<file path="config.mk">
export PLATFORM = sky130hd
export DESIGN_NAME = led_pattern_gen
export DESIGN_NICKNAME = d
export VERILOG_FILES = /design/src/rtl/led_pattern_gen.sv
export SDC_FILE = /design/constraint.sdc
export NUM_CORES = 1
export LEC_CHECK = 0
export BUFFER_PORTS_ARGS = -buffer_cell sky130_fd_sc_hd__clkbuf_2
export CORE_UTILIZATION = 53
export DETAILED_ROUTE_END_ITERATION = 7
export PLACE_DENSITY_LB_ADDON = 0.08
export SLEW_MARGIN = 15
export SYNTH_ARGS = -nofsm -noshare
export SYNTH_HDL_FRONTEND = slang
export SYNTH_SLANG_ARGS = --single-unit
</file>
<file path="constraint.sdc">
create_clock -name clk -period 2.2 [get_ports clk]
set_input_delay 0 -clock clk [delete_from_list [all_inputs] [get_ports clk]]
set_output_delay 0 -clock clk [all_outputs]
set_load 0.05 [all_outputs]
</file>
<file path="src/rtl/led_pattern_gen.sv">
// led_pattern_gen: N_LEDS-wide LED driver with a programmable prescaler and
// four runtime-selectable patterns (binary count, chase, bounce, PWM dim).
// The step output pulses for one cycle after each pattern step.

module led_pattern_gen #(
    parameter int N_LEDS    = 4,
    parameter int DIV_WIDTH = 24,
    parameter int PWM_BITS  = 8
) (
    input  logic                 clk,
    input  logic                 rst_n,
    input  logic                 en,
    input  logic [1:0]           mode,
    input  logic [DIV_WIDTH-1:0] div,
    input  logic [PWM_BITS-1:0]  duty,
    output logic [N_LEDS-1:0]    led,
    output logic                 step
);

    typedef enum logic [1:0] {
        MODE_BIN    = 2'd0,
        MODE_CHASE  = 2'd1,
        MODE_BOUNCE = 2'd2,
        MODE_PWM    = 2'd3
    } mode_t;

    localparam int                PW       = (N_LEDS > 1) ? $clog2(N_LEDS) : 1;
    localparam logic [PW-1:0]     POS_LAST = PW'(N_LEDS - 1);
    localparam logic [N_LEDS-1:0] LED_ONE  = N_LEDS'(1);

    mode_t                 mode_q;
    mode_t                 mode_in;
    logic [DIV_WIDTH-1:0]  pre_cnt;
    logic [PWM_BITS-1:0]   pwm_cnt;
    logic [N_LEDS-1:0]     pat;      // binary count value or chase vector
    logic [PW-1:0]         pos;      // bounce position
    logic                  dir_up;   // bounce direction

    logic                  change;
    logic                  tick;
    logic                  pwm_on;
    logic [N_LEDS-1:0]     pat_step;
    logic [PW-1:0]         pos_step;
    logic                  dir_step;

    assign mode_in = mode_t'(mode);

    // Mode-change / tick decode and the next pattern state for a step
    always_comb begin
        change   = en && (mode_in != mode_q);
        tick     = en && !change && (pre_cnt >= div);
        pwm_on   = (pwm_cnt < duty);
        pat_step = pat;
        pos_step = pos;
        dir_step = dir_up;
        case (mode_q)
            MODE_BIN:   pat_step = pat + N_LEDS'(1);
            // rotate left; for a single LED this degenerates to identity
            MODE_CHASE: pat_step = (pat << 1) | (pat >> (N_LEDS - 1));
            MODE_BOUNCE: begin
                // direction flips at the end while moving away, so the end LED
                // is lit for a single step period
                if (N_LEDS > 1) begin
                    if (dir_up) begin
                        if (pos == POS_LAST) begin
                            dir_step = 1'b0;
                            pos_step = pos - PW'(1);
                        end else begin
                            pos_step = pos + PW'(1);
                        end
                    end else begin
                        if (pos == '0) begin
                            dir_step = 1'b1;
                            pos_step = pos + PW'(1);
                        end else begin
                            pos_step = pos - PW'(1);
                        end
                    end
                end
            end
            default: ;
        endcase
    end

    // Prescaler, PWM counter, pattern state and registered outputs
    always_ff @(posedge clk or negedge rst_n) begin
        if (!rst_n) begin
            mode_q  <= MODE_BIN;
            pre_cnt <= '0;
            pwm_cnt <= '0;
            pat     <= '0;
            pos     <= '0;
            dir_up  <= 1'b1;
            led     <= '0;
            step    <= 1'b0;
        end else if (!en) begin
            step <= 1'b0;
        end else if (change) begin
            mode_q  <= mode_in;
            pre_cnt <= '0;
            step    <= 1'b0;
            case (mode_in)
                MODE_BIN: begin
                    pat <= '0;
                    led <= '0;
                end
                MODE_CHASE: begin
                    pat <= LED_ONE;
                    led <= LED_ONE;
                end
                MODE_BOUNCE: begin
                    pos    <= '0;
                    dir_up <= 1'b1;
                    led    <= LED_ONE;
                end
                MODE_PWM: led <= {N_LEDS{pwm_on}};
                default: ;
            endcase
        end else begin
            step    <= tick;
            pwm_cnt <= pwm_cnt + PWM_BITS'(1);
            pre_cnt <= tick ? '0 : pre_cnt + DIV_WIDTH'(1);
            if (mode_q == MODE_PWM) begin
                led <= {N_LEDS{pwm_on}};
            end else if (tick) begin
                pat    <= pat_step;
                pos    <= pos_step;
                dir_up <= dir_step;
                led    <= (mode_q == MODE_BOUNCE) ? (LED_ONE << pos_step) : pat_step;
            end
        end
    end

endmodule

</file>
## Yosys cells after proc, flatten, opt, wreduce, memory -nomap -nowiden

Cells that the tools add are included.

- Latch bits: 0
- Bits of input ports: 37
- Output and inout port bits: 5
- ROM bits: 0
- Register bits: 46
- Word-level logic and storage cells: 76
- RAM bits: 0
- Memories kept: 0

- $lt $le $gt $ge: 2
- Bitwise logic cells: 2
- Multiplexer cells: 30
- Div/mod/pow operators: 0
- Reduce and logical (&&, ||, !) cells: 17
- Add/subtract/negate cells: 5
- Shift-type cells: 1
- $mul: 0
- Equal/unequal tests: 11

Operator list:

| cell | count |
|---|---|
| two-way mux 24 bit | 2 |
| two-way mux 4 bit | 7 |
| adder 24 x 1 -> 24 bit, second input constant | 1 |
| greater-or-equal comparator 24 bit | 1 |
| two-way mux 2 bit | 8 |
| one-hot mux 4 bit (2 select lines) | 2 |
| one-hot mux 4 bit (3 select lines) | 1 |
| == test 2 bit, second input constant | 5 |
| two-way mux 1 bit | 10 |
| adder 8 x 1 -> 8 bit, second input constant | 1 |
| < comparator 8 bit | 1 |
| AND reduction 4 bit | 2 |
| logical NOT 2 bit | 3 |
| AND reduction 2 bit | 3 |
| AND reduction 5 bit | 1 |
| adder 4 x 1 -> 4 bit, second input constant | 1 |
| == test 2 x 1 -> 1 bit, second input constant | 2 |
| OR 4 x 1 -> 4 bit | 1 |
| nonzero test 2 bit | 2 |
| left shift 1 x 2 -> 4 bit, first input constant | 1 |
| logical AND 1 bit | 3 |
| inequality test 3 x 1 -> 1 bit, second input constant | 1 |
| nonzero test 3 bit | 1 |
| adder 2 x 1 -> 2 bit, second input constant | 1 |
| other kinds (7) | 7 |

## Depth between registers and ports, before layout

Gate-level depths: netlist of the first run.

- Depth in word-level cells: 9
- Mapped depth: 10
- Mapped depth without buffers: 8

## Least setup slack after synthesis of the first run

No wires, ideal clock.

- Path type: reg-to-reg
- Start point: reg pre_cnt[2]
- End point: reg led[1]
- Stages on the path, launching flop included: 8
- Data arrival time: 2.116 ns
- Library setup time: 0.121 ns
- Clock period less this slack: 2.237 ns
- Path buffers: 0
- Data required time: 2.079 ns
- Slack: -0.037 ns
- Cells stage by stage: dfrtp_1 ha_1 a211oi_2 o21ai_2 a2111oi_4 o21ai_2 o31a_1 o22a_1

- Longest elaborated chain between the ends: 4

Ends and longest elaborated chain:

| what | RTL line | source |
|---|---|---|
| start: declaration | 33 | `logic [DIV_WIDTH-1:0] pre_cnt;` |
| start signal: assignment | 122 | `pre_cnt <= tick ? '0 : pre_cnt + DIV_WIDTH'(1);` |
| greater-or-equal comparator 24 bit | 51 | `tick = en && !change && (pre_cnt >= div);` |
| logical AND 1 bit | 51 |  |
| nonzero test 3 bit (no line) | -- |  |
| AND reduction 2 bit (no line) | -- |  |
| end signal: assignment | 116 | `MODE_PWM: led <= {N_LEDS{pwm_on}};` |
| end signal: assignment | 124 | `led <= {N_LEDS{pwm_on}};` |
| end signal: assignment | 129 | `led <= (mode_q == MODE_BOUNCE) ? (LED_ONE << pos_step) : pat_step;` |
| end: declaration | 16 | `output logic [N_LEDS-1:0] led,` |

Every way passes these cells.
A chain may end at the register's enable or synchronous reset.

## Final worst setup path of the first run

- Start point: reg pre_cnt[23]
- End point: reg pre_cnt[20]

- Longest elaborated chain between the ends: 4

Ends and longest elaborated chain:

| what | RTL line | source |
|---|---|---|
| greater-or-equal comparator 24 bit | 51 |  |
| logical AND 1 bit | 51 |  |
| two-way mux 24 bit | 122 |  |
| two-way mux 24 bit | 98 | `end else if (change) begin` |

Every way passes these cells.

==> results.json, run 1 <==
{
  "max_slew_margin": 0.595,
  "via_per_inst": 5.48,
  "pre_cts_slack_ps": -75.9,
  "nets": 554,
  "synth-seq-cells": 46,
  "max_cap_viol_count": 0,
  "p_leak_nw": 2.05,
  "netlist_instances": 395,
  "clock_latency_ps": 300,
  "cts_root_buf": "clkbuf_8",
  "final.setup_skew_ps": 8.16,
  "violations": "negative setup slack",
  "fp.dieW_um": 82.4,
  "synth_seq_area_share": 0.337,
  "finalCriticalPeriod_ps": 2210,
  "wl_per_cell_um": 14.3,
  "overflow": 0,
  "switching_share": 0.336,
  "cts_tree": "done",
  "whs_ps": 10.9,
  "required_ps": 2400,
  "max_clock_freq_mhz": 452,
  "io_pins": 42,
  "drt_first_pass_iters": 5,
  "first_global_vias": 2782,
  "grt_max_degree": 47,
  "drc": 0,
  "dp_hpwl_mm": 5.74,
  "track_usage": 0.250,
  "die_y_um": 82.4,
  "synthArstFlopShare": 1.00,
  "mostFrequentLayoutCell": "dfrtp_1",
  "layout-drive-gt1-share": 0.301,
  "hold_depth": 2,
  "r2r_cells": 9,
  "worstPathArrival_ps": 2410,
  "p_int_w": 0.00152,
  "drt-total-wl_mm": 7.91,
  "rsz0062_at_grt": "yes",
  "setup_ws_ps": -13.4,
  "fp.coreArea_um2": 6060,
  "slew_violations": 0,
  "drt_iter0_drc": 143,
  "vias": 3038,
  "status": "finished with violations",
  "ant_nets": 0,
  "cts_buffers": 5,
  "ys.flop_type": "dfrtp_1",
  "start_util": 0.565,
  "vdd_drop_max_v": 0.000379,
  "hold_viol": 0,
  "area_delta_synth_final_pct": 26.9,
  "n_antenna_cell": 0,
  "mostFrequentLayoutCells": "45 x dfrtp_1, 43 x buf_4, 41 x inv_1, 41 x clkbuf_2",
  "synth_cell_type_count": 58,
  "comb_power_share": 0.275,
  "ys_warn_count": 0,
  "worst_pin_slew_ps": 608,
  "syn_area_um2": 3420,
  "hp-class": "in2reg",
  "dieArea_um2": 6780,
  "power_density_nw_per_um2": 528,
  "rows": 28,
  "startpoint_type": "flip-flop",
  "power_switching_w": 0.000770,
  "syn_area_per_cell_um2": 8.66,
  "critPathKind": "reg2reg",
  "finalCritPeriodShare": 1.01,
  "cts.clk_slew.worst_paths_ps": 100,
  "p_clk_frac": 0.284,
  "n_fill_cell": 469,
  "portBuffers": 41,
  "pwr-share-seq": 0.441,
  "grt_first_pass_wirelength_mm": 12.7,
  "cp-end-kind": "flip-flop",
  "setup_violations": 10,
  "syn_nets": 471,
  "synth-edff-count": 0,
  "path_max_fanout": 19,
  "cts_max_level": 2,
  "clk_path_buf_depth": 2,
  "antenna_found_initial": 0,
  "clkSinkCount": 46,
  "gp_congestion": 0.852
}
## registers in the layout (all words and copies together) (netlist names)
name     count
pat          4
led          4
mode_q       2
step         1
pre_cnt     24
pwm_cnt      8
dir_up       1
pos          2
## worst max-delay path, cell delays in order, from the launching register on
cell	delay, ps
dfrtp_1	420
ha_4	290
nand4_1	140
nor3_2	300
a31oi_2	150
o21a_2	270
buf_6	130
a21boi_4	140
buf_12	190
nor2_2	70
## synthesized netlist by cell type (3+ instances only)
master / n / area, um^2
nor2b_1: 3 / 18.8
nand3_1: 16 / 80.1
nor2_1: 37 / 139
xor2_1: 12 / 105
nor2_2: 10 / 62.6
inv_1: 42 / 158
clkbuf_1: 7 / 26.3
xnor2_1: 17 / 149
a31oi_1: 7 / 43.8
o22a_1: 4 / 35.0
a22o_1: 3 / 26.3
nand2_1: 35 / 131
o21ai_0: 15 / 75.1
nand2b_1: 6 / 37.5
o211ai_1: 4 / 30.0
o22ai_1: 3 / 18.8
a21oi_1: 22 / 110
ha_1: 39 / 488
nand4_1: 8 / 50.1
dfrtp_1: 45 / 1130
and2_1: 3 / 18.8
nor3_1: 8 / 40.0
and3_1: 4 / 25.0
## through the flow
step	util	power, W	area, um^2	setup TNS (ps)	cells
2_1_floorplan	-	0.00142	3420	0	395
6_report	0.717	0.00229	4340	-68.9	554
4_1_cts	0.696	0.00229	4220	-52.7	551
3_5_place_dp	0.657	0.00163	3980	-400	540
3_3_place_gp	0.657	0.00160	3980	-78.6	540
5_1_grt	0.717	0.00244	4340	-1810	554
## layout make-up
| type | count | area, um^2 | share of cell area |
|---|---|---|---|
| Sequential cell | 46 | 1150 | 0.265 |
| Timing Repair Buffer | 88 | 581 | 0.134 |
| Multi-Input combinational cell | 295 | 2240 | 0.517 |
| Clock inverter | 3 | 45.0 | 0.0104 |
| Tap cell | 75 | 93.8 | 0.0216 |
| Inverter | 42 | 158 | 0.0363 |
| Clock buffer | 5 | 68.8 | 0.0158 |
## layer usage
layer / vias to the layer above / GRT usage / wire length [um]
met5: - / 0 / 0
met4: 0 / 0.0632 / 104
met3: 10 / 0.0363 / 381
met2: 100 / 0.412 / 3680
met1: 1396 / 0.342 / 3740
li1: 1532 / - / -
## logic make-up (layout without fill, tap and decap cells)
group	after synthesis	after routing	share of synthesized area
buf+inv	54	138	0.0633
xor+xnor	29	29	0.0742
simple gates	142	142	0.203
mux	3	3	0.00951
fa+ha+maj	39	39	0.143
compound gates	82	82	0.171
flops	46	46	0.337
## final timing paths
| kind | from | endpoint | slack (ps) |
|---|---|---|---|
| worst max-delay path | pre_cnt[23] | pre_cnt[20] | -10 |
| worst min-delay path | mode[1] | mode_q[1] | 10 |
| worst max register to register | pre_cnt[23] | pre_cnt[20] | -10 |
| worst min register to register | pwm_cnt[7] | pwm_cnt[7] | 480 |
| max in group asynchronous | rst_n | pre_cnt[11] | 1460 |
| min in group asynchronous | rst_n | pre_cnt[19] | 300 |
## power groups by stage
stage	sequential (W)	combinational (W)	clock (W)
finish	0.00101	0.000631	0.000651
global route	0.00103	0.000713	0.000698
CTS	0.00101	0.000619	0.000663
global placement	0.00102	0.000580	0
detailed placement	0.00103	0.000599	0
floorplan	0.00107	0.000345	0
## timing repair
action,CTS,global route
cloned,0,0
setup buffers,3,3
hold buffers,1,0
pin swaps,11,14
resized for setup,17,18
setup endpoints to repair,15,12
endpoints found under the hold margin,45,0
No activity file was read; power rests on OpenSTA's default activity.
==> inputs of run 2 (changes only) <==
--- a/config.mk
+++ b/config.mk
@@ -5,8 +5,9 @@
 export SDC_FILE = /design/constraint.sdc
 export NUM_CORES = 1
 export LEC_CHECK = 0
+export ABC_AREA = 1
 export BUFFER_PORTS_ARGS = -buffer_cell sky130_fd_sc_hd__clkbuf_2
-export CORE_UTILIZATION = 53
+export CORE_UTILIZATION = 54
 export DETAILED_ROUTE_END_ITERATION = 7
 export PLACE_DENSITY_LB_ADDON = 0.08
 export SLEW_MARGIN = 15
==> run 2 against run 1 <==
Compared with the run above: the flow finishes with violations (design-rule violations); sequential share of layout area increased by 1.3 points; critical path depth increased by 2; hold slack improved by 3.3 ps; register-to-register slack improved by 190 ps; largest power group unchanged.
==> results.json, run 2 <==
{
  "status": "finished with violations",
  "violations": "design-rule violations",
  "path_max_fanout": 10,
  "antenna_found_initial": 0,
  "setup_violations": 0,
  "crit_chain": "ha_1 > nand2_1 > nor2_2 > nand4_1 > nor2_1 > nand2_1 > nand3_1 > buf_4 > nand3_2 > nand2_1 > nand2_1",
  "worstPathArrival_ps": 2220,
  "dieArea_um2": 7130,
  "fp.coreArea_um2": 6460,
  "worst_pin_slew_ps": 430,
  "n_antenna_cell": 0,
  "die_y_um": 84.5,
  "hp-class": "in2reg",
  "critPathKind": "reg2reg",
  "io_pins": 42,
  "drt_first_pass_iters": 6,
  "max_clock_freq_mhz": 495,
  "first_global_vias": 3253,
  "critPathSlowestCell": "dfrtp_1",
  "ant_nets": 0,
  "syn_nets": 598,
  "clkSinkCount": 46,
  "required_ps": 2390,
  "wl_per_cell_um": 12.3,
  "overflow": 0,
  "max_cap_viol_count": 0,
  "synth_area_leader_cell": "dfrtp_1",
  "synthTopCellsByCount": "147 x nand2_1, 90 x inv_1, 54 x nor2_1",
  "whs_ps": 14.3,
  "drt_iter0_drc": 148,
  "power_density_nw_per_um2": 622,
  "cts_max_level": 2,
  "finalCritPeriodShare": 0.919,
  "synthTopCellsByArea": "dfrtp_1 31%, nand2_1 15%, ha_1 13%",
  "area_delta_synth_final_pct": 12.9,
  "ys.flop_type": "dfrtp_1",
  "cts_buffers": 5,
  "portBuffers": 41,
  "nets": 650,
  "setup_ws_ps": 178,
  "yosysMostFrequentCell": "nand2_1",
  "startpoint_type": "flip-flop",
  "grt_max_degree": 19,
  "synthArstFlopShare": 1.00,
  "gp_congestion": 0.892,
  "cts_tree": "done",
  "max_slew_margin": 0.714,
  "ys_warn_count": 0,
  "dp_hpwl_mm": 6.33,
  "instances_no_fill": 652,
  "synth_top_area_frac": 0.307,
  "mostFrequentLayoutCell": "nand2_1",
  "start_util": 0.569,
  "p_leak_nw": 2.39,
  "cts.clk_slew.worst_paths_ps": 100,
  "crit_path_frequent_cell": "nand2_1",
  "n_fill_cell": 583,
  "synth_seq_area_share": 0.314,
  "vias": 3350,
  "vdd_drop_max_v": 0.000441,
  "power.total_w": 0.00258,
  "drc": 6,
  "syn_area_per_cell_um2": 7.04,
  "synth-edff-count": 0,
  "mostFrequentLayoutCells": "147 x nand2_1, 90 x inv_1, 51 x nor2_1",
  "track_usage": 0.244,
  "synth-seq-cells": 46,
  "rsz0062_at_grt": "yes",
  "slew_violations": 0,
  "drt-total-wl_mm": 8.02,
  "setup_tns_ps": 0,
  "layout-drive-gt1-share": 0.146,
  "grt_first_pass_wirelength_mm": 14.1,
  "max_stage_delay_ps": 430,
  "pre_cts_slack_ps": 52.4,
  "top_regs": "pre_cnt x24, pwm_cnt x8",
  "syn_area_um2": 3670,
  "via_per_inst": 5.14,
  "largest_register_ffs": 24,
  "cts_root_buf": "clkbuf_8",
  "netlist_instances": 522,
  "dp.cells": 642,
  "fp.dieW_um": 84.5,
  "synth_cell_type_count": 35,
  "rows": 29,
  "regMostFlops": "pre_cnt",
  "cp-end-kind": "flip-flop",
  "final.setup_skew_ps": 11.9,
  "clock_latency_ps": 310,
  "hold_viol": 0,
  "finalCriticalPeriod_ps": 2020,
  "clk_path_buf_depth": 2
}
run 2: cell types whose count changed after synthesis, moves of 6 or more:
cell / delta
a21oi_1: -12
xnor2_1: -8
nor2_1: +17
nand2b_1: -6
nand2_1: +112
nand3_1: +14
inv_1: +48
a31oi_1: -7
nor2_2: -7
run 2: per-layer routing:
layer	GRT usage	wire length, um
met1	0.305	3610
met2	0.443	4080
met3	0.0246	182
met4	0.0832	144
met5	0	0
run 2: cells by family after synthesis:
family	after synthesis	synth area share
buf+inv	103	0.111
fa+ha+maj	39	0.133
flops	46	0.314
compound gates	36	0.0566
xor+xnor	27	0.0664
simple gates	270	0.317
mux	1	0.00273
run 2: path summary, 6_finish.rpt:
check                      slack, ps         from           to  cells after the start
max                              180  pre_cnt[19]       pat[0]                     11
min                               10      mode[1]    mode_q[1]                      3
max reg2reg                      180  pre_cnt[19]       pat[0]                     11
min reg2reg                      480       dir_up       dir_up                      2
max in group asynchronous       1450        rst_n  pre_cnt[11]                      3
min in group asynchronous        150        rst_n   pwm_cnt[4]                      2
run 2: timing repair:
action | CTS | global route
hold endpoints to repair | 16 | 0
resized for setup | 0 | 4
hold buffers | 2 | 0
setup buffers | 0 | 0
setup endpoints to repair | 0 | 26
run 2: cell type report:
cell class,instances,area [um^2],area share
flip-flops and latches,46,1150,0.278
multi-input cells,373,2120,0.512
inverters,94,353,0.0851
repair buffers,54,308,0.0742
clock inverters,3,43.8,0.0106
clock buffers,5,68.8,0.0166
well taps,77,96.3,0.0232
run 2: critical path, delay by kind of cell (launching register included):
kind          cells  cell delay [ps]
fa+ha+maj         1              310
buf+inv           1              200
flops             1              430
simple gates      9              960
run 2: where the power goes:
part	switching [W]	internal [W]	leakage [nW]
combinational	0.000506	0.000298	1.71
sequential	0.000142	0.000972	0.615
clock	0.000320	0.000341	0.0585
total	0.000968	0.00161	2.39
run 2: stage by stage:
stage | instance area, um^2 | util
2_1_floorplan | 3670 | -
3_3_place_gp | 4000 | 0.620
3_5_place_dp | 4000 | 0.620
4_1_cts | 4130 | 0.640
5_1_grt | 4150 | 0.642
6_report | 4150 | 0.642
